--- src/rtl/pc_unit.sv ---
// Program counter with an internal next-PC selector: sequential, branch, jump,
// jump-register, stall and exception redirects, plus misaligned-target trap and fetch counter.
module pc_unit #(
   parameter int                WIDTH        = 32,
   parameter logic [WIDTH-1:0]  RESET_VECTOR = '0,
   parameter logic [31:0]       EXC_VECTOR   = 32'h0000_0080,
   parameter int                COUNT_W      = 32
) (
   input  logic                clk,
   input  logic                reset,
   input  logic                stall,
   input  logic                branch_taken,
   input  logic [15:0]         branch_offset,
   input  logic                jump,
   input  logic [25:0]         jump_target,
   input  logic                jump_reg,
   input  logic [WIDTH-1:0]    reg_target,
   input  logic                exception,
   output logic [WIDTH-1:0]    pc,
   output logic [WIDTH-1:0]    pc_plus4,
   output logic [WIDTH-1:0]    epc,
   output logic [1:0]          exc_cause,
   output logic                flush,
   output logic [COUNT_W-1:0]  fetch_count
);

   localparam logic [WIDTH-1:0] EXC_PC      = WIDTH'(EXC_VECTOR);
   localparam logic [1:0]       CAUSE_EXT   = 2'd1;
   localparam logic [1:0]       CAUSE_ALIGN = 2'd2;

   // Word offset scaled to a byte displacement and sign-extended to the PC width.
   function automatic logic signed [WIDTH-1:0] branch_disp(input logic signed [15:0] off);
      return {{(WIDTH-18){off[15]}}, off, 2'b00};
   endfunction

   logic signed [WIDTH-1:0]  br_disp;
   logic [WIDTH-1:0]         br_target;
   logic [WIDTH-1:0]         j_target;
   logic                     misaligned;

   logic [WIDTH-1:0]         pc_nxt;
   logic [WIDTH-1:0]         epc_nxt;
   logic [1:0]               cause_nxt;
   logic                     flush_nxt;
   logic [COUNT_W-1:0]       count_nxt;

   assign pc_plus4   = pc + WIDTH'(4);
   assign br_disp    = branch_disp($signed(branch_offset));
   assign br_target  = pc_plus4 + $unsigned(br_disp);
   assign j_target   = {pc_plus4[WIDTH-1:28], jump_target, 2'b00};
   assign misaligned = |reg_target[1:0];

   always_comb begin
      pc_nxt    = pc_plus4;
      epc_nxt   = epc;
      cause_nxt = exc_cause;
      flush_nxt = 1'b0;
      count_nxt = fetch_count + COUNT_W'(1);
      if (exception) begin
         pc_nxt    = EXC_PC;
         epc_nxt   = pc;
         cause_nxt = CAUSE_EXT;
         flush_nxt = 1'b1;
      end else if (stall) begin
         pc_nxt    = pc;
         count_nxt = fetch_count;
      end else if (jump_reg) begin
         flush_nxt = 1'b1;
         if (misaligned) begin
            pc_nxt    = EXC_PC;
            epc_nxt   = pc;
            cause_nxt = CAUSE_ALIGN;
         end else begin
            pc_nxt    = reg_target;
         end
      end else if (jump) begin
         pc_nxt    = j_target;
         flush_nxt = 1'b1;
      end else if (branch_taken) begin
         pc_nxt    = br_target;
         flush_nxt = 1'b1;
      end
   end

   // Single register stage: redirected pc and its flush appear together one edge later.
   always_ff @(posedge clk or posedge reset) begin
      if (reset) begin
         pc          <= RESET_VECTOR;
         epc         <= '0;
         exc_cause   <= '0;
         flush       <= 1'b0;
         fetch_count <= '0;
      end else begin
         pc          <= pc_nxt;
         epc         <= epc_nxt;
         exc_cause   <= cause_nxt;
         flush       <= flush_nxt;
         fetch_count <= count_nxt;
      end
   end

endmodule

--- config.mk ---
export PLATFORM = sky130hd
export DESIGN_NAME = pc_unit
export DESIGN_NICKNAME = d
export VERILOG_FILES = /design/src/rtl/pc_unit.sv
export SDC_FILE = /design/constraint.sdc
export NUM_CORES = 1
export LEC_CHECK = 0
export CORE_MARGIN = 4
export CORE_UTILIZATION = 43
export CTS_CLUSTER_DIAMETER = 60
export DETAILED_ROUTE_END_ITERATION = 8
export GPL_TIMING_DRIVEN = 0
export PLACE_DENSITY = 0.78
export SLEW_MARGIN = 30
export SYNTH_ARGS = -nofsm -noshare
export SYNTH_HDL_FRONTEND = slang
export SYNTH_SLANG_ARGS = --single-unit
--- constraint.sdc ---
create_clock -name clk -period 3.4 [get_ports clk]
set_input_delay 0.51 -clock clk [delete_from_list [all_inputs] [get_ports clk]]
set_output_delay 0.51 -clock clk [all_outputs]
set_load 0.05 [all_outputs]
==> impl_metrics.py <==
metrics = {
    "power": {
        "cellPowerDensity_mw_per_mm2": 360,
        "leakage_nw": 4.63,
        "ir_worst_vdd_uv": 247,
    },
    "timing": {
        "tns_ns": -0.863,
        "final_hold_viol_count": 0,
        "finalWorstSetupSlack_ns": -0.271,
        "min_period_ns": 3.67,
        "finalCritPeriodShare": 1.08,
        "clock_skew_ns": 0.00937,
        "tightestPinTransition_ns": 0.856,
        "slew_headroom": 0.430,
        "clock.fmax_ghz": 0.272,
        "grt_setup_unrepaired": "true",
        "finalMaxSlewViolations": 0,
        "setup_viol": 6,
    },
    "synthesis": {
        "synth_area_per_cell_um2": 9.29,
        "synth_edf_count": 0,
        "syn_inst": 723,
        "ys_seq_elements": 99,
        "yosysSeqAreaShare": 0.369,
        "synthAdderAreaFrac": 0.0719,
        "netlist_top_cells_count": "dfrtp_1 (99), nand2_1 (72), xnor2_1 (53)",
        "synth_compound_area_frac": 0.190,
        "synth_area_mm2": 0.00672,
        "yosysWarnings": 0,
        "synthTopCellsByArea": "dfrtp_1 (37%), xnor2_1 (6.9%), ha_1 (6.9%)",
        "yosys.cell_types.count": 68,
        "synth_simple_gate_area_frac": 0.168,
        "synth_top_area_share": 0.369,
        "syn_nets": 842,
        "synthFlopType": "dfrtp_1",
        "post-synth-top-count-cell": "dfrtp_1",
        "yosysTopAreaCell": "dfrtp_1",
        "synth_top_family_by_area": "compound AO/OA/AOI/OAI gates",
        "yosys.area_share.xor_xnor": 0.108,
        "async_flop_share": 1.00,
        "synth_mux_area_frac": 0.0611,
    },
    "die": {
        "die_h_um": 133,
        "die_x_um": 133,
        "io-pin-count": 212,
        "core_area_mm2": 0.0153,
        "dieArea_mm2": 0.0177,
        "initial_core_util": 0.440,
        "core.rowCount": 45,
    },
    "clock_tree": {
        "cts_sinks": 99,
        "htreeDepth": 3,
        "clock_path_buffers": 2,
        "cts_buffers": 9,
        "clkTransAtPathRegs_ns": 0.07,
        "cts_tree": "built",
        "cts_root_buf": "clkbuf_16",
        "clock_latency_ns": 0.36,
    },
    "global_route": {
        "grt_pass1_vias": 6841,
        "grt_first_pass_wirelength_mm": 38.2,
        "grt_usage": 0.275,
        "overflow": 0,
        "antenna_found_initial": 1,
        "grt_max_degree": 63,
    },
    "cells_and_area": {
        "fillerInstances": 1117,
        "multi_input_area_mm2": 0.00505,
        "register_area_mm2": 0.00250,
        "final_area_mm2": 0.0109,
        "final_cells": 1223,
        "area_delta_synth_final_pct": 62.8,
        "drive_above_1_share": 0.274,
        "final_nets": 1125,
        "final_util": 0.717,
    },
    "routing": {
        "drt.antenna.violating_nets": 0,
        "viasPerCell": 5.76,
        "drt_iter0_drc": 466,
        "drc": 0,
        "wl_mm": 25.6,
        "vias": 7045,
        "drt-pass1-iter-count": 6,
        "wire_per_inst_um": 20.9,
    },
    "setup_path": {
        "path_cells": "ha_4 -> nand2_4 -> nor2_4 -> buf_6 -> nand3_4 -> nor2_4 -> xor2_4 -> ha_4 -> a21o_1 -> a21o_1 -> a21oi_2 -> nor2_2 -> a2111oi_4 -> a31oi_1 -> a211o_1 -> xnor2_1 -> a21oi_1 -> a221o_1",
        "arrival_ns": 3.91,
        "cp_max_fo": 6,
        "r2r-end": "pc[27]$_DFFE_PP0P_",
        "cp_top_family": "compound AO/OA/AOI/OAI gates",
        "critPathBufInv": 1,
        "criticalPathCategory": "reg -> reg",
        "cpPeakStageDelay_ns": 0.43,
        "r2r_setup_slack_ns": -0.27,
        "end_kind": "register",
        "r2r_cells": 18,
        "r2r_start": "pc[2]$_DFFE_PP0P_",
        "startpoint_type": "register",
        "worstPathRequired_ns": 3.64,
        "slowest_stage": "dfrtp_2",
    },
    "worst_hold_path": {
        "whs_endpoint": "exc_cause[1]$_DFFE_PP0P_",
        "hold_class": "in -> reg",
        "min-delay-start": "exception",
        "hold_depth": 2,
    },
    "placement": {
        "detailed_place_hpwl_mm": 18.3,
        "place_inst": 1144,
        "pre_cts_ws_ns": -0.739,
        "gp_congestion": 0.978,
        "portBuffers": 209,
        "place_area_mm2": 0.00962,
    },
    "run_status": {
        "status": "complete, but fails checks",
        "violations": "setup timing",
    },
    "run": {
        "cap_viol_max_count": 0,
    },
}
[layer usage]
metal / vias to the layer above / wire length, µm / GRT usage
met5: - / 0 / 0
met4: 0 / 898 / 0.113
met3: 60 / 1720 / 0.0513
met2: 331 / 12300 / 0.444
met1: 3464 / 10700 / 0.363
li1: 3190 / - / -
[layout by cell type, fill, tap and decap left out, types with 8 or more instances in the layout]
| cell type | netlist | final |
|---|---|---|
| inv_1 | 17 | 16 |
| dfrtp_1 | 99 | 79 |
| nand2_1 | 72 | 70 |
| xor2_4 | 0 | 9 |
| ha_4 | 0 | 16 |
| and3_1 | 15 | 14 |
| ha_1 | 37 | 19 |
| xnor2_1 | 53 | 40 |
| xor2_1 | 28 | 15 |
| a21oi_2 | 1 | 15 |
| dfrtp_2 | 0 | 20 |
| xnor2_4 | 0 | 8 |
| mux2_2 | 32 | 32 |
| clkdlybuf4s50_1 | 0 | 196 |
| clkbuf_1 | 22 | 18 |
| a22oi_1 | 12 | 12 |
| a21o_1 | 10 | 10 |
| nand4_1 | 11 | 11 |
| a21oi_1 | 43 | 28 |
| nor2_1 | 52 | 39 |
| nor2_4 | 0 | 9 |
| nor2b_1 | 8 | 8 |
| clkbuf_16 | 0 | 9 |
| nand3_1 | 27 | 21 |
| o21ai_0 | 44 | 33 |
| buf_4 | 3 | 64 |
[state kept, by name, indices dropped and copies added, names as in the netlist]
| signal | cells |
|---|---|
| epc | 32 |
| fetch_count | 32 |
| pc | 32 |
| exc_cause | 2 |
| flush | 1 |
[final cells by class]
| type | instances | area share |
|---|---|---|
| sequential | 99 | 0.229 |
| timing repair buffer | 278 | 0.242 |
| multi-input combinational | 573 | 0.462 |
| buffer | 28 | 0.0110 |
| clock buffer | 10 | 0.0209 |
| antenna | 1 | 0.000229 |
| inverter | 17 | 0.00629 |
| clock inverter | 6 | 0.00435 |
| tap | 211 | 0.0241 |
[logic make-up after synthesis]
logic type | after synthesis
adders and majority gates | 38
and+or+nand+nor | 228
muxes | 37
AOI/OAI and AO/OA | 188
buffers and inverters | 51
xor gates and xnor gates | 82
DFF | 99
[worst reg2reg max path: cells and delay by family, from the launching register on]
family / cells / cell delay, ns
buffers and inverters: 1 / 0.14
xor gates and xnor gates: 2 / 0.36
and+or+nand+nor: 5 / 0.57
DFF: 1 / 0.43
AOI/OAI and AO/OA: 8 / 1.63
adders and majority gates: 2 / 0.41
[how the worst max path moves through the flow]
stage / slack [ns] / to / from / depth (start not counted)
final: -0.27 / pc[27]$_DFFE_PP0P_ / pc[2]$_DFFE_PP0P_ / 18
after global routing: -0.44 / pc[27]$_DFFE_PP0P_ / pc[2]$_DFFE_PP0P_ / 17
after CTS: -0.19 / pc[27]$_DFFE_PP0P_ / pc[2]$_DFFE_PP0P_ / 18
after detailed placement: -0.74 / pc[24]$_DFFE_PP0P_ / pc[5]$_DFFE_PP0P_ / 16
after global placement: -1.69 / pc[13]$_DFFE_PP0P_ / reset / 2
after floorplan: -0.55 / pc[27]$_DFFE_PP0P_ / pc[2]$_DFFE_PP0P_ / 17
[repair_timing]
item,4_1_cts,5_1_grt
setup buffers,44,26
pin swaps,26,52
hold buffers,0,0
endpoints found under the setup margin,36,28
resized for setup,64,71
[power breakdown]
group | leakage, nW | switching [W] | internal [W]
logic | 3.21 | 0.000936 | 0.000628
registers | 1.30 | 0.000114 | 0.00127
clock network | 0.127 | 0.000483 | 0.000504
total | 4.63 | 0.00153 | 0.00240
[metrics by stage]
stage	power (W)	hold slack [ns]
3_3_place_gp	0.00279	0.463
6_report	0.00393	0.441
2_1_floorplan	0.00231	0.610
3_5_place_dp	0.00281	0.467
5_1_grt	0.00411	0.449
4_1_cts	0.00387	0.421
(Power assumes the default switching activity.)
